--- config.mk ---
export PLATFORM = sky130hd
export DESIGN_NAME = pong_match_sched
export DESIGN_NICKNAME = d
export VERILOG_FILES = /design/src/rtl/pong_pkg.sv /design/src/rtl/pong_frame_timer.sv /design/src/rtl/pong_match_sched.sv
export SDC_FILE = /design/constraint.sdc
export NUM_CORES = 1
export LEC_CHECK = 0
export BUFFER_PORTS_ARGS = -buffer_cell sky130_fd_sc_hd__buf_4
export CORE_ASPECT_RATIO = 1.2
export CORE_MARGIN = 2
export CORE_UTILIZATION = 52
export DETAILED_ROUTE_END_ITERATION = 8
export PLACE_DENSITY = 0.87
export SYNTH_ARGS = -nofsm -noshare
export SYNTH_HDL_FRONTEND = slang
export SYNTH_HIERARCHICAL = 1
export SYNTH_SLANG_ARGS = --single-unit
--- constraint.sdc ---
create_clock -name clk -period 4.3 [get_ports clk]
set_clock_uncertainty 0.1 [all_clocks]
set_input_delay 0.645 -clock clk [delete_from_list [all_inputs] [get_ports clk]]
set_output_delay 0.645 -clock clk [all_outputs]
set_load 0.005 [all_outputs]
--- src/rtl/pong_pkg.sv ---
// Shared encodings and legal parameter ranges for the pong match sequencer.
package pong_pkg;

    typedef enum logic [2:0] {
        ST_IDLE      = 3'd0,
        ST_COUNTDOWN = 3'd1,
        ST_PLAY      = 3'd2,
        ST_POINT     = 3'd3,
        ST_SET_END   = 3'd4,
        ST_PAUSE     = 3'd5,
        ST_OVER      = 3'd6
    } state_t;

    localparam logic SERVE_LEFT  = 1'b0;
    localparam logic SERVE_RIGHT = 1'b1;

    localparam int WIN_POINTS_MIN  = 1;
    localparam int WIN_POINTS_MAX  = 15;
    localparam int SETS_MIN        = 1;
    localparam int SETS_MAX        = 3;
    localparam int COUNT_START_MIN = 1;
    localparam int COUNT_START_MAX = 3;
    localparam int FRAMES_MIN      = 1;
    localparam int FRAMES_MAX      = 255;

    function automatic int clamp(input int v, input int lo, input int hi);
        return (v < lo) ? lo : ((v > hi) ? hi : v);
    endfunction

endpackage

--- src/rtl/pong_frame_timer.sv ---
// Saturating 8-bit frame counter shared by every timed state of the match sequencer.
module pong_frame_timer (
    input  logic       clk,
    input  logic       reset,
    input  logic       tick,
    input  logic       clr,
    input  logic       hold,
    input  logic [7:0] term,
    output logic       at_term,
    output logic       past_term
);

    logic [7:0] cnt_q;
    logic [7:0] cnt_d;

    always_comb begin
        cnt_d = cnt_q;
        if (clr) begin
            cnt_d = 8'd0;
        end else if (tick && !hold && (cnt_q != 8'hFF)) begin
            cnt_d = cnt_q + 8'd1;
        end
    end

    always_ff @(posedge clk or posedge reset) begin
        if (reset) begin
            cnt_q <= 8'd0;
        end else begin
            cnt_q <= cnt_d;
        end
    end

    assign at_term   = (cnt_q == term);
    assign past_term = (cnt_q >= term);

endmodule

--- src/rtl/pong_match_sched.sv ---
// Points/sets match sequencer: serve countdown, post-point hold, pause and game-over hold,
// driving the animator freeze and exposing scores/state to the text generator.
module pong_match_sched
    import pong_pkg::*;
#(
    parameter int WIN_POINTS   = 7,
    parameter int SETS_TO_WIN  = 2,
    parameter int COUNT_START  = 3,
    parameter int COUNT_FRAMES = 60,
    parameter int HOLD_FRAMES  = 30,
    parameter int OVER_FRAMES  = 120
) (
    input  logic       clk,
    input  logic       reset,
    input  logic       frame_tick,
    input  logic       any_key,
    input  logic       pause_key,
    input  logic       left_miss,
    input  logic       right_miss,
    output logic       gra_still,
    output logic       serve_dir,
    output logic [3:0] l_points,
    output logic [3:0] r_points,
    output logic [1:0] l_sets,
    output logic [1:0] r_sets,
    output logic [1:0] countdown,
    output logic [2:0] state_code,
    output logic       winner,
    output logic       match_over
);

    localparam logic [3:0] WIN_PTS   = 4'(clamp(WIN_POINTS, WIN_POINTS_MIN, WIN_POINTS_MAX));
    localparam logic [1:0] SETS_WIN  = 2'(clamp(SETS_TO_WIN, SETS_MIN, SETS_MAX));
    localparam logic [1:0] CD_START  = 2'(clamp(COUNT_START, COUNT_START_MIN, COUNT_START_MAX));
    localparam logic [7:0] CD_TERM   = 8'(clamp(COUNT_FRAMES, FRAMES_MIN, FRAMES_MAX) - 1);
    localparam logic [7:0] HOLD_TERM = 8'(clamp(HOLD_FRAMES, FRAMES_MIN, FRAMES_MAX) - 1);
    localparam logic [7:0] OVER_TERM = 8'(clamp(OVER_FRAMES, FRAMES_MIN, FRAMES_MAX));

    state_t     state_q, state_d, ret_q, ret_d;
    logic [3:0] l_pts_q, l_pts_d, r_pts_q, r_pts_d;
    logic [1:0] l_sets_q, l_sets_d, r_sets_q, r_sets_d;
    logic [1:0] countdown_q, countdown_d;
    logic       winner_q, winner_d, serve_q, serve_d;
    logic       gra_still_q, gra_still_d, match_over_q, match_over_d;
    logic       fcnt_clr, fcnt_hold, at_term, past_term;
    logic [7:0] term;
    logic [3:0] l_pts_inc, r_pts_inc;

    assign l_pts_inc = l_pts_q + 4'd1;
    assign r_pts_inc = r_pts_q + 4'd1;

    always_comb begin
        case (state_q)
            ST_COUNTDOWN:        term = CD_TERM;
            ST_POINT, ST_SET_END: term = HOLD_TERM;
            ST_OVER:             term = OVER_TERM;
            default:             term = 8'd0;
        endcase
    end

    always_comb begin
        state_d     = state_q;
        ret_d       = ret_q;
        l_pts_d     = l_pts_q;
        r_pts_d     = r_pts_q;
        l_sets_d    = l_sets_q;
        r_sets_d    = r_sets_q;
        countdown_d = countdown_q;
        winner_d    = winner_q;
        serve_d     = serve_q;
        fcnt_clr    = 1'b0;

        case (state_q)
            ST_IDLE: begin
                if (any_key) begin
                    state_d     = ST_COUNTDOWN;
                    countdown_d = CD_START;
                end
            end
            ST_COUNTDOWN: begin
                if (pause_key) begin
                    state_d = ST_PAUSE;
                    ret_d   = ST_COUNTDOWN;
                end else if (frame_tick && at_term) begin
                    fcnt_clr = 1'b1;
                    if (countdown_q == 2'd1) begin
                        state_d     = ST_PLAY;
                        countdown_d = 2'd0;
                    end else begin
                        countdown_d = countdown_q - 2'd1;
                    end
                end
            end
            ST_PLAY: begin
                // left_miss outranks right_miss, and any miss outranks pause
                if (left_miss) begin
                    r_pts_d  = (r_pts_q < WIN_PTS) ? r_pts_inc : r_pts_q;
                    winner_d = 1'b0;
                    serve_d  = SERVE_LEFT;
                    if (r_pts_inc == WIN_PTS) begin
                        state_d  = ST_SET_END;
                        r_sets_d = (r_sets_q < SETS_WIN) ? r_sets_q + 2'd1 : r_sets_q;
                    end else begin
                        state_d = ST_POINT;
                    end
                end else if (right_miss) begin
                    l_pts_d  = (l_pts_q < WIN_PTS) ? l_pts_inc : l_pts_q;
                    winner_d = 1'b1;
                    serve_d  = SERVE_RIGHT;
                    if (l_pts_inc == WIN_PTS) begin
                        state_d  = ST_SET_END;
                        l_sets_d = (l_sets_q < SETS_WIN) ? l_sets_q + 2'd1 : l_sets_q;
                    end else begin
                        state_d = ST_POINT;
                    end
                end else if (pause_key) begin
                    state_d = ST_PAUSE;
                    ret_d   = ST_PLAY;
                end
            end
            ST_POINT: begin
                if (frame_tick && at_term) begin
                    state_d     = ST_COUNTDOWN;
                    countdown_d = CD_START;
                end
            end
            ST_SET_END: begin
                if (frame_tick && at_term) begin
                    l_pts_d = 4'd0;
                    r_pts_d = 4'd0;
                    if ((winner_q ? l_sets_q : r_sets_q) == SETS_WIN) begin
                        state_d = ST_OVER;
                    end else begin
                        state_d     = ST_COUNTDOWN;
                        countdown_d = CD_START;
                    end
                end
            end
            ST_PAUSE: begin
                if (pause_key) begin
                    state_d = ret_q;
                end
            end
            ST_OVER: begin
                if (past_term && !any_key) begin
                    state_d = ST_IDLE;
                end
            end
            default: state_d = ST_IDLE;
        endcase

        if (state_d == ST_IDLE) begin
            l_pts_d     = 4'd0;
            r_pts_d     = 4'd0;
            l_sets_d    = 2'd0;
            r_sets_d    = 2'd0;
            countdown_d = 2'd0;
            winner_d    = 1'b0;
            serve_d     = SERVE_LEFT;
        end

        // Pause entry/exit keeps the frame count so the interrupted state resumes mid-interval
        if ((state_d != state_q) && (state_d != ST_PAUSE) && (state_q != ST_PAUSE)) begin
            fcnt_clr = 1'b1;
        end

        gra_still_d  = (state_d != ST_PLAY);
        match_over_d = (state_d == ST_OVER);
    end

    assign fcnt_hold = (state_q == ST_PAUSE) || (state_d == ST_PAUSE);

    pong_frame_timer u_timer (
        .clk       (clk),
        .reset     (reset),
        .tick      (frame_tick),
        .clr       (fcnt_clr),
        .hold      (fcnt_hold),
        .term      (term),
        .at_term   (at_term),
        .past_term (past_term)
    );

    always_ff @(posedge clk or posedge reset) begin
        if (reset) begin
            state_q      <= ST_IDLE;
            ret_q        <= ST_IDLE;
            l_pts_q      <= 4'd0;
            r_pts_q      <= 4'd0;
            l_sets_q     <= 2'd0;
            r_sets_q     <= 2'd0;
            countdown_q  <= 2'd0;
            winner_q     <= 1'b0;
            serve_q      <= SERVE_LEFT;
            gra_still_q  <= 1'b1;
            match_over_q <= 1'b0;
        end else begin
            state_q      <= state_d;
            ret_q        <= ret_d;
            l_pts_q      <= l_pts_d;
            r_pts_q      <= r_pts_d;
            l_sets_q     <= l_sets_d;
            r_sets_q     <= r_sets_d;
            countdown_q  <= countdown_d;
            winner_q     <= winner_d;
            serve_q      <= serve_d;
            gra_still_q  <= gra_still_d;
            match_over_q <= match_over_d;
        end
    end

    assign gra_still  = gra_still_q;
    assign serve_dir  = serve_q;
    assign l_points   = l_pts_q;
    assign r_points   = r_pts_q;
    assign l_sets     = l_sets_q;
    assign r_sets     = r_sets_q;
    assign countdown  = countdown_q;
    assign state_code = state_q;
    assign winner     = winner_q;
    assign match_over = match_over_q;

endmodule

Yosys cells after proc, flatten, opt, wreduce, memory -nomap -nowiden
Index checks and enable logic that the tools add are counted.
{ "word_totals": {"ff_bits": 31, "latchBits": 0, "mem_bits_rw": 0, "romBits": 0, "in_bits": 7, "output_inout_bits": 21, "wordCells": 149, "memories": 0} }
{ "classes": {"n_addsub": 6, "mul": 0, "div": 0, "magnitude_cmp": 5, "n_eq_ne": 34, "n_shift": 0, "muxes": 62, "n_bitwise": 0, "n_reduce_logical": 31} }
{ "op_table": {"columns": ["op", "n"], "rows": [
  ["$mux 3", 18],
  ["$mux 2", 20],
  ["$ne 3x3->1 const B", 13],
  ["$mux 4", 8],
  ["$pmux 3 s7", 1],
  ["$pmux 7 s3", 1],
  ["$reduce_bool 2->1", 9],
  ["$mux 8", 2],
  ["$pmux 4 s2", 2],
  ["$eq 3x3->1 const B", 5],
  ["$reduce_and 5->1", 3],
  ["$add 4x1->4 const B", 2],
  ["$add 8x1->8 const B", 1],
  ["$eq 4x3->1 const B", 2],
  ["$eq 8x7->1", 1],
  ["$ge 8x7->1", 1],
  ["$lt 4x3->1 const B", 2],
  ["$mux 1", 8],
  ["$ne 2x2->1 const B", 4],
  ["$ne 8x8->1 const B", 1],
  ["$pmux 2 s4", 1],
  ["$reduce_and 4->1", 2],
  ["$reduce_and 7->1", 1],
  ["$eq 3x2->1 const B", 2],
  ["other kinds (18)", 28]
]} }

Longest topological paths before layout
Gate-level depths: netlist of the first run.
{ "depth": {"ltp_word": 15, "depth_mapped": 19, "depth_no_buf": 18} }

By module
Netlist of the first run, hierarchy kept.
{ "modules_own_cells": {"columns": ["module", "instances", "cells_per_inst", "area_each_um2", "seq_area_each_um2"], "rows": [
  ["pong_match_sched", 1, 172, 1501.4, 551.8],
  ["pong_frame_timer", 1, 73, 651.9, 200.2]
]} }

Worst setup path after synthesis of the first run
No wires, ideal clock.
{ "synth_timing": {"path_type": "reg2reg", "startpoint": "register state_q[2] (netlist: state_code[2])", "endpoint": "register u_timer.cnt_q[3]", "setup_ps": 78, "arrival_time_ps": 3936, "t_required_ps": 4122, "slack_ps": 186, "path_stages_with_launch": 17, "n_path_buf": 1, "synth_period_minus_slack_ps": 4114, "path_cell_list": "dfrtp_1 nor3b_1 a21o_1 inv_1 ha_1 and3_1 and3_1 nand2_1 o31a_1 a21o_1 or4_1 buf_2 a22o_1 nor2b_4 nand4_1 or3_1 a21oi_1"} }
{ "synth_via": {"elab_chain_cells": 14, "word_cells_on_any_way": 41, "cone_classes": "order compare (1); eq/ne (11); mux (18); reduce/logical (11)"} }
{ "synth_lines": {"columns": ["item", "line", "rtl"], "rows": [
  ["start, declared", "pong_match_sched.sv:39", "state_t state_q, state_d, ret_q, ret_d;"],
  ["start signal, assigned", "pong_match_sched.sv:198", "state_q <= state_d;"],
  ["$eq 3x3->1 or $eq 3x2->1 (tied branches)", "pong_match_sched.sv:53", "case (state_q)"],
  ["$reduce_or 2->1", "pong_match_sched.sv:53", null],
  ["$pmux 7 s3 (*)", "pong_match_sched.sv:53", null],
  ["net term[2]", "pong_match_sched.sv:46", "logic [7:0] term;"],
  ["$eq 8x7->1 (*)", "pong_frame_timer.sv:33", "assign at_term = (cnt_q == term);"],
  ["net at_term", "pong_match_sched.sv:45", "logic fcnt_clr, fcnt_hold, at_term, past_term;"],
  ["$logic_and 1x1->1 (*)", "pong_match_sched.sv:84, pong_match_sched.sv:122, pong_match_sched.sv:128", null],
  ["$mux 3", "pong_match_sched.sv:84", "end else if (frame_tick && at_term) begin"],
  ["$mux 3", "pong_match_sched.sv:81", "if (pause_key) begin"],
  ["$pmux 3 s7 (*)", "pong_match_sched.sv:73", "case (state_q)"],
  ["net state_d[2]", "pong_match_sched.sv:39", null],
  ["$eq 3x3->1 (*)", "pong_match_sched.sv:171", "assign fcnt_hold = (state_q == ST_PAUSE) || (state_d == ST_PAUSE);"],
  ["$logic_or 1x1->1 (*)", "pong_match_sched.sv:171", null],
  ["net fcnt_hold", "pong_match_sched.sv:45", null],
  ["$logic_not 1->1 (*)", "pong_frame_timer.sv:20", "end else if (tick && !hold && (cnt_q != 8'hFF)) begin"],
  ["$logic_and 1x1->1 (*) (2 in series)", "pong_frame_timer.sv:20", null],
  ["$reduce_bool 2->1 (no source line) (*)", null, null],
  ["end signal, assigned", "pong_frame_timer.sv:29", "cnt_q <= cnt_d;"],
  ["end, declared", "pong_frame_timer.sv:13", "logic [7:0] cnt_q;"]
]} }
The timed path passes the listed nets; every way through them passes the cells marked *.
A chain may end at the register's enable or synchronous reset.

Final worst setup path of the first run
{ "layout_timing": {"startpoint": "register state_q[0] (netlist: state_code[0])", "endpoint": "register u_timer.cnt_q[3]"} }
{ "layout_via": {"elab_chain_cells": 14, "word_cells_on_any_way": 41, "cone_classes": "order compare (1); eq/ne (11); mux (18); reduce/logical (11)"} }
{ "layout_lines": {"columns": ["item", "line"], "rows": [
  ["$eq 3x3->1 or $eq 3x2->1 (tied branches)", "pong_match_sched.sv:53"],
  ["$reduce_or 2->1", "pong_match_sched.sv:53"],
  ["$pmux 7 s3 (*)", "pong_match_sched.sv:53"],
  ["net term[5]", "pong_match_sched.sv:46"],
  ["$eq 8x7->1 (*)", "pong_frame_timer.sv:33"],
  ["net at_term", "pong_match_sched.sv:45"],
  ["$logic_and 1x1->1 (*)", "pong_match_sched.sv:84, pong_match_sched.sv:122, pong_match_sched.sv:128"],
  ["$mux 3", "pong_match_sched.sv:84"],
  ["$mux 3", "pong_match_sched.sv:81"],
  ["$pmux 3 s7 (*)", "pong_match_sched.sv:73"],
  ["$eq 3x3->1 (*)", "pong_match_sched.sv:171"],
  ["$logic_or 1x1->1 (*)", "pong_match_sched.sv:171"],
  ["net fcnt_hold", "pong_match_sched.sv:45"],
  ["$logic_not 1->1 (*)", "pong_frame_timer.sv:20"],
  ["$logic_and 1x1->1 (*) (2 in series)", "pong_frame_timer.sv:20"],
  ["$reduce_bool 2->1 (no source line) (*)", null]
]} }
Marks and branches as above.

==> impl_metrics.toml, run 1 <==
[floorplan]
floorplan.die.width_um = 62.7
placement_rows = 25
count_of_pins_on_the_block_boundary = 28
initial_core_utilization = 0.542
die_height_um = 74.5
placeableCoreArea_um2 = 3970
design.die.area_um2 = 4670

[finish]
fillCellCount = 342
final_layout_size_suffix_gt1_frac = 0.231
post-route-util = 0.652
final_cell_area_um2 = 2590
area_delta_synth_final_pct = 20.3
antenna_cells = 0
layout.cells.non_filler = 340
fin_nets = 306

[setup_path]
timing.critical_path.slowest_cell_delay_ns = 0.56
critPathMaxFanout = 7
regToRegSetupSlack_ns = 0.18
critical-path-top-cell-by-count = "sky130_fd_sc_hd__nand2_1"
critical_path_buf_inv_count = 1
cells_along_the_critical_path = "nor2b_1 -> nand2b_1 -> nand2_1 -> inv_1 -> ha_1 -> and4_1 -> and3_4 -> nand2_1 -> o31a_1 -> a21o_1 -> or4_1 -> a22o_1 -> nor2b_4 -> nand4_1 -> or3_1 -> a21oi_1"
worst_path_max_delay_cell = "sky130_fd_sc_hd__or4_1"
regToRegEndpoint = "u_timer/cnt_q[3]"
r2r_start = "state_code[0]"
timing.reg2reg.worst_path_depth = 16
crit_required_ns = 4.41
critical_path_class = "reg2reg"
crit_path_end_kind = "register"
gate_family_responsible_for_the_most_delay_along_the_worst_path = "simple AND/OR/NAND/NOR gates"
crit_arrival_ns = 4.23
critical_path.startpoint_type = "register"

[global_route]
grt_usage = 0.244
grt_pass1_vias = 1944
grt_remaining_overflow = 0
largest_net_degree_at_the_start_of_global_routing = 23
grt_pass1_wl_um = 8870
number_of_antenna_violations_at_the_first_check_in_global_routing = 0

[power]
vdd.ir_drop.worst_mv = 0.317
report.power.total_mw = 1.11
power-per-cell-area_nw_per_um2 = 427
static-leakage-power_nw = 1.23

[cts]
cts_sinks = 30
holdBufCountCts = 0
clk-insertion-delay-late_ns = 0.29
tritoncts.num_buffers = 5
cts_tree = "yes"
clkTransAtPathRegs_ns = 0.07
cts.root.buffer_cell = "sky130_fd_sc_hd__clkbuf_8"
ctsHtreeMaxLevel = 2
clock_path_buffers = 2

[timing]
finalMaxSlewViolations = 0
fmax_mhz = 243
finalHoldWorstSlack_ns = 0.214
timing_hold_violations_final = 0
timing.final.crit_share = 0.957
period_minus_slack_ns = 4.12
slew_headroom = 0.434
max_slew.worst_pin.slew_ns = 0.848
report.final.setup_viol = 0

[synth]
synth-warning-count = 6
synth_fp_nets = 266
netlist-cell-type-count = 62
postSynth.asyncResetShare = 1.00
syn-mean-instance-area_um2 = 8.79
netlist_area_um2 = 2150
synth_cells = 245
postSynthRegisterBits = 30
synth_enable_flop_cells = 0
synth.yosys.seq_area_share = 0.349
yosys_most_used_dff = "sky130_fd_sc_hd__dfrtp_1"

[route]
dr_total_vias = 2016
wl_per_cell_um = 15.9
detail_route.drc_violations = 0
first_iter_violations = 105
via_per_inst = 5.93
postRouteAntennaNets = 0
detail_route.first_pass.iterations = 4
finalWirelength_um = 5400

[flow_run]
max_cap_viol_count = 0

[status]
run_status = "completed"

[hold_path]
worstHoldPathType = "in2async"

[placement]
hpwlAfterDp_um = 3980
place_area_um2 = 2450
placement.io_buffers = 27
count_of_placed_standard_cells_including_taps = 328
place_congestion = 0.940
## cells in the mapped netlist (3+ instances only)
cell type	n	area share
sky130_fd_sc_hd__a21oi_1	14	0.033
sky130_fd_sc_hd__a211oi_1	3	0.010
sky130_fd_sc_hd__or4_1	3	0.010
sky130_fd_sc_hd__o31ai_1	3	0.010
sky130_fd_sc_hd__nand3_1	12	0.028
sky130_fd_sc_hd__dfrtp_1	29	0.34
sky130_fd_sc_hd__nor3b_1	3	0.010
sky130_fd_sc_hd__o32ai_1	4	0.016
sky130_fd_sc_hd__and3_1	3	0.0087
sky130_fd_sc_hd__nor3_1	5	0.012
sky130_fd_sc_hd__inv_1	23	0.040
sky130_fd_sc_hd__mux2i_1	3	0.014
sky130_fd_sc_hd__a21o_1	3	0.010
sky130_fd_sc_hd__nand2_1	15	0.026
sky130_fd_sc_hd__o21ai_0	10	0.023
sky130_fd_sc_hd__ha_1	14	0.081
sky130_fd_sc_hd__xnor2_1	3	0.012
sky130_fd_sc_hd__clkbuf_1	3	0.0052
sky130_fd_sc_hd__nor2b_1	6	0.017
sky130_fd_sc_hd__o22ai_1	4	0.012
sky130_fd_sc_hd__nor2_1	22	0.038
sky130_fd_sc_hd__a31oi_1	5	0.015
sky130_fd_sc_hd__nand2b_1	3	0.0087
## routing by layer
| metal | global-route usage | vias up | wire (um) |
|---|---|---|---|
| li1 | - | 978 | - |
| met1 | 0.272 | 965 | 2170 |
| met2 | 0.462 | 59 | 2870 |
| met3 | 0.0303 | 14 | 205 |
| met4 | 0.126 | 0 | 154 |
| met5 | 0 | - | 0 |
## layout by cell type (no fill, tap or decap), types with 2 or more instances in the layout
cell type,Yosys,layout
sky130_fd_sc_hd__buf_4,1,40
sky130_fd_sc_hd__dfrtp_1,29,26
sky130_fd_sc_hd__inv_1,23,23
sky130_fd_sc_hd__nor2_1,22,22
sky130_fd_sc_hd__nand2_1,15,15
sky130_fd_sc_hd__a21oi_1,14,14
sky130_fd_sc_hd__ha_1,14,14
sky130_fd_sc_hd__nand3_1,12,12
sky130_fd_sc_hd__o21ai_0,10,10
sky130_fd_sc_hd__nor2b_1,6,6
sky130_fd_sc_hd__clkbuf_8,0,6
sky130_fd_sc_hd__a31oi_1,5,5
sky130_fd_sc_hd__nor3_1,5,5
sky130_fd_sc_hd__o32ai_1,4,4
sky130_fd_sc_hd__o22ai_1,4,4
sky130_fd_sc_hd__a21o_1,3,3
sky130_fd_sc_hd__mux2i_1,3,3
sky130_fd_sc_hd__a211oi_1,3,3
sky130_fd_sc_hd__nand2b_1,3,3
sky130_fd_sc_hd__or4_1,3,3
sky130_fd_sc_hd__xnor2_1,3,3
sky130_fd_sc_hd__o31ai_1,3,3
sky130_fd_sc_hd__dfrtp_2,0,3
sky130_fd_sc_hd__or3_1,2,2
sky130_fd_sc_hd__and2_1,2,2
sky130_fd_sc_hd__and3b_1,2,2
sky130_fd_sc_hd__nor3b_1,3,2
sky130_fd_sc_hd__or2_2,2,2
sky130_fd_sc_hd__and4_1,2,2
sky130_fd_sc_hd__nand4b_1,2,2
sky130_fd_sc_hd__nand3b_1,2,2
sky130_fd_sc_hd__and3_1,3,2
sky130_fd_sc_hd__nor4bb_1,2,2
sky130_fd_sc_hd__o2111ai_1,2,2
sky130_fd_sc_hd__xor2_1,2,2
sky130_fd_sc_hd__nand4_1,2,2
sky130_fd_sc_hd__o21a_1,2,2
## state kept, by name, summed over array words and instances (netlist names)
name	count
countdown	2
gra_still	1
l_points	4
l_sets	2
match_over	1
r_points	4
r_sets	2
ret_q	2
serve_dir	1
state_code	3
u_timer/cnt_q	8
## how the worst max path moves through the flow
stage / start / endpoint / slack (ns) / cells past startpoint
finish: state_code[0] / u_timer/cnt_q[3] / 0.18 / 16
global route: state_code[0] / u_timer/cnt_q[3] / -0.04 / 18
CTS: state_code[2] / u_timer/cnt_q[3] / 0.12 / 15
detailed placement: state_code[0] / u_timer/cnt_q[3] / 0.16 / 16
global placement: state_code[1] / u_timer/cnt_q[3] / 0.29 / 16
floorplan: state_code[2] / u_timer/cnt_q[3] / 0.19 / 16
## report_power, final
part | total [mW] | switching, mW | internal, mW
registers | 0.357 | 0.0431 | 0.314
logic | 0.507 | 0.272 | 0.235
clock network | 0.242 | 0.113 | 0.128
## worst register-to-register path, delay by kind of cell (launching register included)
kind	cells	cell delay, ns
simple gates	10	2.28
compound gates	4	0.91
flops	1	0.43
fa+ha+maj	1	0.27
buf+inv	1	0.04
## through the flow
| step | setup TNS, ns | setup slack [ns] |
|---|---|---|
| final | 0 | 0.183 |
| after floorplan | 0 | 0.186 |
| after global routing | -0.0415 | -0.0415 |
| after CTS | 0 | 0.119 |
| after global placement | 0 | 0.293 |
| after detailed placement | 0 | 0.163 |
## layout make-up
type,count,area (um^2),share of cell area
clock buffer,6,82.6,0.0319
clock inverter,2,12.5,0.00483
sequential,30,756,0.292
tap,54,67.6,0.0261
multi-input combinational,184,1280,0.495
inverter,24,90.1,0.0348
timing repair buffer,40,300,0.116
## logic make-up after synthesis
kind of cell    after synthesis  synth area share
fa+ha+maj                    14            0.0813
flops                        30             0.349
xor+xnor                      5            0.0203
other cells                   1           0.00174
mux                           3            0.0139
compound gates               64             0.206
simple gates                 97             0.267
buf+inv                      31            0.0604
## what timing repair did
item                                    4_1_cts  5_1_grt
setup buffers                                 0        4
endpoints found under the hold margin         0        0
resized for setup                             0        5
endpoints found under the setup margin        0        3
Power figures use the tool's default switching activity.
==> inputs of run 2 (changes only) <==
--- a/config.mk
+++ b/config.mk
@@ -11,6 +11,7 @@
 export CORE_UTILIZATION = 52
 export DETAILED_ROUTE_END_ITERATION = 8
 export PLACE_DENSITY = 0.87
+export RECOVER_POWER = 50
 export SYNTH_ARGS = -nofsm -noshare
 export SYNTH_HDL_FRONTEND = slang
 export SYNTH_HIERARCHICAL = 1
==> impl_metrics.toml, run 2 (synthesized netlist as in run 1, its figures left out) <==
[flow_run]
max_cap_viol_count = 0

[cts]
clkTransAtPathRegs_ns = 0.07
clk-insertion-delay-late_ns = 0.29
clock_path_buffers = 2
ctsHtreeMaxLevel = 2
cts_sinks = 30
cts_tree = "yes"
tritoncts.num_buffers = 5
cts.root.buffer_cell = "sky130_fd_sc_hd__clkbuf_8"

[power]
p_int_mw = 0.676
part_of_the_total_power_dissipated_in_the_clock_network = 0.220
total_switching_power_mw = 0.430
power-per-cell-area_nw_per_um2 = 427
power_switching_share = 0.389
share_comb_of_total_power = 0.457
flop_pwr_share = 0.323
report.power.total_mw = 1.11
vdd.ir_drop.worst_mv = 0.318
static-leakage-power_nw = 1.22

[finish]
antenna_cells = 0
max_flop_register = "u_timer/cnt_q"
fin_nets = 306
mostFrequentLayoutCell = "sky130_fd_sc_hd__buf_4"
final_cell_area_um2 = 2590
number_of_flip_flops_in_the_largest_register = 8
fillCellCount = 342
area_delta_synth_final_pct = 20.3
layout.cells.most_common_list = "29 x sky130_fd_sc_hd__buf_4, 26 x sky130_fd_sc_hd__dfrtp_1, 23 x sky130_fd_sc_hd__inv_1, 22 x sky130_fd_sc_hd__nor2_1, 15 x sky130_fd_sc_hd__nand2_1"
final_layout_size_suffix_gt1_frac = 0.231

[setup_path]
r2r_start = "state_code[0]"
critPathMaxFanout = 7
timing.reg2reg.worst_path_depth = 16
crit_required_ns = 4.41
crit_arrival_ns = 4.25
critical_path_class = "reg2reg"
critical_path.startpoint_type = "register"
crit_path_end_kind = "register"
worst_setup_path_startpoint = "state_code[0]"

[timing]
period_minus_slack_ns = 4.13
finalMaxSlewViolations = 0
timing_hold_violations_final = 0
slew_headroom = 0.431
max_slew.worst_pin.slew_ns = 0.852
timing.final.crit_share = 0.961
report.final.setup_viol = 0
fmax_mhz = 242

[global_route]
number_of_antenna_violations_at_the_first_check_in_global_routing = 0
largest_net_degree_at_the_start_of_global_routing = 23
grt_pass1_wl_um = 8870
grt_remaining_overflow = 0
grt_usage = 0.244
grt_pass1_vias = 1944

[route]
postRouteAntennaNets = 0
via_per_inst = 5.94
wl_met2_um = 2930
met3_wirelength_um = 214
detail_route.drc_violations = 0
first_iter_violations = 93
finalWirelength_um = 5420
detail_route.first_pass.iterations = 4
wirelength_met1_um = 2150
wl_per_cell_um = 16.0
dr_total_vias = 2018
topRoutingLayerUsed = "met4"

[floorplan]
initial_core_utilization = 0.542
floorplan.die.width_um = 62.7
count_of_pins_on_the_block_boundary = 28
die_height_um = 74.5
design.die.area_um2 = 4670
placement_rows = 25
placeableCoreArea_um2 = 3970

[hold_path]
worstHoldPathType = "in2async"

[placement]
hpwlAfterDp_um = 3980
place_area_um2 = 2450
place_congestion = 0.940
placement.io_buffers = 27

[status]
run_status = "completed"
## run 2: changes by cell type in the layout (fill, tap and decap cells not counted), sizes merged
| cell | delta |
|---|---|
| buf | -11 |
| clkbuf | +11 |
## run 2: through the flow
stage	hold slack, ns	util	setup slack [ns]	setup TNS [ns]	cells
final	0.219	0.652	0.167	0	340
after global routing	0.254	0.652	-0.0415	-0.0415	340
after CTS	0.218	0.641	0.119	0	336
after detailed placement	0.401	0.617	0.163	0	328
after global placement	0.391	0.617	0.293	0	328
after floorplan	0.361	-	0.186	0	245
## run 2: final cells by class
cell class                 count  area (um^2)  area share
clock inverter                 2         12.5     0.00483
sequential                    30          756       0.292
inverter                      24         90.1      0.0348
tap                           54         67.6      0.0261
timing repair buffer          40          300       0.116
multi-input combinational    184         1280       0.495
clock buffer                   6         82.6      0.0319
## run 2: path summary, 6_finish.rpt
path	slack (ns)	end
setup / recovery	0.17	u_timer/cnt_q[3]
setup reg to reg	0.17	u_timer/cnt_q[3]
max in group asynchronous	3.07	state_code[1]
hold / removal	0.22	u_timer/cnt_q[2]
min in group clk	0.45	ret_q[1]
hold reg to reg	0.45	ret_q[1]
## run 2: power by group through the flow
stage               logic [mW]  clock network (mW)  registers (mW)
detailed placement       0.454                   0           0.362
global placement         0.447                   0           0.360
global route             0.555               0.255           0.362
floorplan                0.313                   0           0.348
finish                   0.505               0.243           0.357
CTS                      0.462               0.244           0.357
## run 2: worst max-delay path: stages, from the launching register on
cell and delay [ns]:
sky130_fd_sc_hd__dfrtp_2 0.43, sky130_fd_sc_hd__nor2b_1 0.22, sky130_fd_sc_hd__nand2b_1 0.17, sky130_fd_sc_hd__nand2_1 0.10, sky130_fd_sc_hd__inv_1 0.04, sky130_fd_sc_hd__ha_1 0.27
sky130_fd_sc_hd__and4_1 0.22, sky130_fd_sc_hd__and3_4 0.20, sky130_fd_sc_hd__nand2_1 0.09, sky130_fd_sc_hd__o31a_1 0.32, sky130_fd_sc_hd__a21o_1 0.16, sky130_fd_sc_hd__or4_1 0.56
sky130_fd_sc_hd__a22o_1 0.29, sky130_fd_sc_hd__nor2b_4 0.17, sky130_fd_sc_hd__nand4_1 0.17, sky130_fd_sc_hd__or3_1 0.39, sky130_fd_sc_hd__a21oi_1 0.15
## run 2: timing repair
| action | in CTS | in global routing |
|---|---|---|
| setup endpoints to repair | 0 | 3 |
| gates resized for setup | 0 | 5 |
| setup buffers | 0 | 4 |
| hold buffers | 0 | 0 |
## run 2: metal layers
layer	track usage	up-vias
met5	0	-
met4	0.126	0
met3	0.0303	11
met2	0.462	61
met1	0.272	967
li1	-	979
==> inputs of run 3 (changes only) <==
--- a/config.mk
+++ b/config.mk
@@ -6,11 +6,13 @@
 export NUM_CORES = 1
 export LEC_CHECK = 0
 export BUFFER_PORTS_ARGS = -buffer_cell sky130_fd_sc_hd__buf_4
+export CELL_PAD_IN_SITES_DETAIL_PLACEMENT = 1
+export CELL_PAD_IN_SITES_GLOBAL_PLACEMENT = 2
 export CORE_ASPECT_RATIO = 1.2
 export CORE_MARGIN = 2
-export CORE_UTILIZATION = 52
+export CORE_UTILIZATION = 32
 export DETAILED_ROUTE_END_ITERATION = 8
-export PLACE_DENSITY = 0.87
+export PLACE_DENSITY_LB_ADDON = 0.1
 export RECOVER_POWER = 50
 export SYNTH_ARGS = -nofsm -noshare
 export SYNTH_HDL_FRONTEND = slang
==> impl_metrics.toml, run 3 (synthesized netlist as in run 1, its figures left out) <==
[timing]
fmax_mhz = 245
timing_hold_violations_final = 0
finalMaxSlewViolations = 0
slew_headroom = 0.378
timing.final.crit_share = 0.951
report.final.setup_viol = 0
max_slew.worst_pin.slew_ns = 0.932
timing.setup.tns_ns = 0
layout_setup_ws_ns = 0.212
period_minus_slack_ns = 4.09
grt_setup_unrepaired = "false"

[placement]
post-place-ws_ns = 0.138
place_area_um2 = 2500
place_congestion = 0.792
placement.io_buffers = 27
hpwlAfterDp_um = 4990

[finish]
area_delta_synth_final_pct = 23.2
antenna_cells = 0
mostFrequentLayoutCell = "sky130_fd_sc_hd__buf_4"
final_cell_area_um2 = 2650
max_flop_register = "u_timer/cnt_q"
final_layout_size_suffix_gt1_frac = 0.232
number_of_flip_flops_in_the_largest_register = 8
fin_nets = 305
layout.cells.most_common_list = "28 x sky130_fd_sc_hd__buf_4, 26 x sky130_fd_sc_hd__dfrtp_1, 23 x sky130_fd_sc_hd__inv_1, 22 x sky130_fd_sc_hd__nor2_1, 15 x sky130_fd_sc_hd__nand2_1"

[route]
dr_total_vias = 2015
via_per_inst = 5.45
finalWirelength_um = 6560
detail_route.first_pass.iterations = 7
wl_per_cell_um = 17.7
postRouteAntennaNets = 0
detail_route.drc_violations = 0
first_iter_violations = 110

[setup_path]
crit_path_end_kind = "register"
gate_family_responsible_for_the_most_delay_along_the_worst_path = "simple AND/OR/NAND/NOR gates"
critical_path_buf_inv_count = 1
regToRegSetupSlack_ns = 0.21
worst_path_max_delay_cell = "sky130_fd_sc_hd__or4_1"
depth_of_the_critical_timing_path_with_buffers_and_inverters_included = 16
critical_path_class = "reg2reg"
crit_arrival_ns = 4.20
r2r_start = "state_code[2]"
cells_along_the_critical_path = "nor3b_1 -> buf_4 -> or2_2 -> ha_1 -> o21ai_0 -> nand3_1 -> a221o_1 -> nor2b_2 -> o2bb2ai_1 -> a21o_1 -> or4_1 -> a22o_1 -> nor2b_4 -> nand4_1 -> or3_1 -> a21oi_1"
critPathMaxFanout = 10
timing.reg2reg.worst_path_depth = 16
crit_required_ns = 4.42
regToRegEndpoint = "u_timer/cnt_q[3]"
critical_path.startpoint_type = "register"
timing.critical_path.slowest_cell_delay_ns = 0.55

[hold_path]
worstHoldPathType = "in2async"

[power]
static-leakage-power_nw = 1.25
power-per-cell-area_nw_per_um2 = 440
vdd.ir_drop.worst_mv = 0.245

[global_route]
largest_net_degree_at_the_start_of_global_routing = 23
met2_usage = 0.350
grt_pass1_wl_um = 10600
busiest_layer = "met2"
global_routing_met1_resource_utilization = 0.210
grt_util_met3 = 0.0356
grt_usage = 0.187
grt_remaining_overflow = 0
grt_pass1_vias = 1979
number_of_antenna_violations_at_the_first_check_in_global_routing = 0

[cts]
ctsHtreeMaxLevel = 2
holdBufCountCts = 0
cts_sinks = 30
clkTransAtPathRegs_ns = 0.07
tritoncts.num_buffers = 5
clk-insertion-delay-late_ns = 0.29
cts_tree = "yes"
clock_path_buffers = 2
cts.root.buffer_cell = "sky130_fd_sc_hd__clkbuf_8"

[floorplan]
floorplan.die.width_um = 78.9
count_of_pins_on_the_block_boundary = 28
die_height_um = 93.9
placement_rows = 32
design.die.area_um2 = 7400
initial_core_utilization = 0.332
placeableCoreArea_um2 = 6490

[status]
run_status = "completed"

[flow_run]
max_cap_viol_count = 0
-- run 3: how the worst max path moves through the flow --
stage	startpoint	end	slack, ns
finish	state_code[2]	u_timer/cnt_q[3]	0.21
global route	state_code[1]	u_timer/cnt_q[3]	0.006
CTS	state_code[0]	u_timer/cnt_q[3]	0.12
detailed placement	state_code[0]	u_timer/cnt_q[3]	0.14
global placement	state_code[2]	u_timer/cnt_q[3]	0.24
floorplan	state_code[2]	u_timer/cnt_q[3]	0.19
-- run 3: final cells by class --
class | instances | area [um^2]
fill | 779 | 3830
multi-input combinational | 184 | 1290
sequential | 30 | 756
timing repair buffer | 39 | 293
tap | 85 | 106
inverter | 24 | 90.1
clock buffer | 7 | 86.3
clock inverter | 1 | 30.0
-- run 3: per-stage QoR --
step	cells	hold WS, ns	utilization	power (mW)
finish	370	0.223	0.409	1.17
floorplan	245	0.361	-	0.661
global placement	361	0.414	0.386	0.831
detailed placement	361	0.403	0.386	0.835
global route	370	0.224	0.409	1.25
CTS	369	0.222	0.404	1.15
-- run 3: timing repair --
item,CTS,global route
endpoints found under the hold margin,0,0
resized for setup,0,8
endpoints found under the setup margin,0,3
buffers inserted,0,1
-- run 3: metal layers --
metal | routed length, um | up-vias | part of all wire
met2 | 3510 | 42 | 0.54
met1 | 2720 | 993 | 0.41
li1 | - | 970 | -
met5 | 0 | - | 0
met3 | 201 | 10 | 0.031
met4 | 122 | 0 | 0.019
-- run 3: report_power, final --
part | total (mW) | internal (mW) | switching, mW
combinational | 0.495 | 0.229 | 0.266
sequential | 0.361 | 0.314 | 0.0470
clock | 0.312 | 0.189 | 0.123
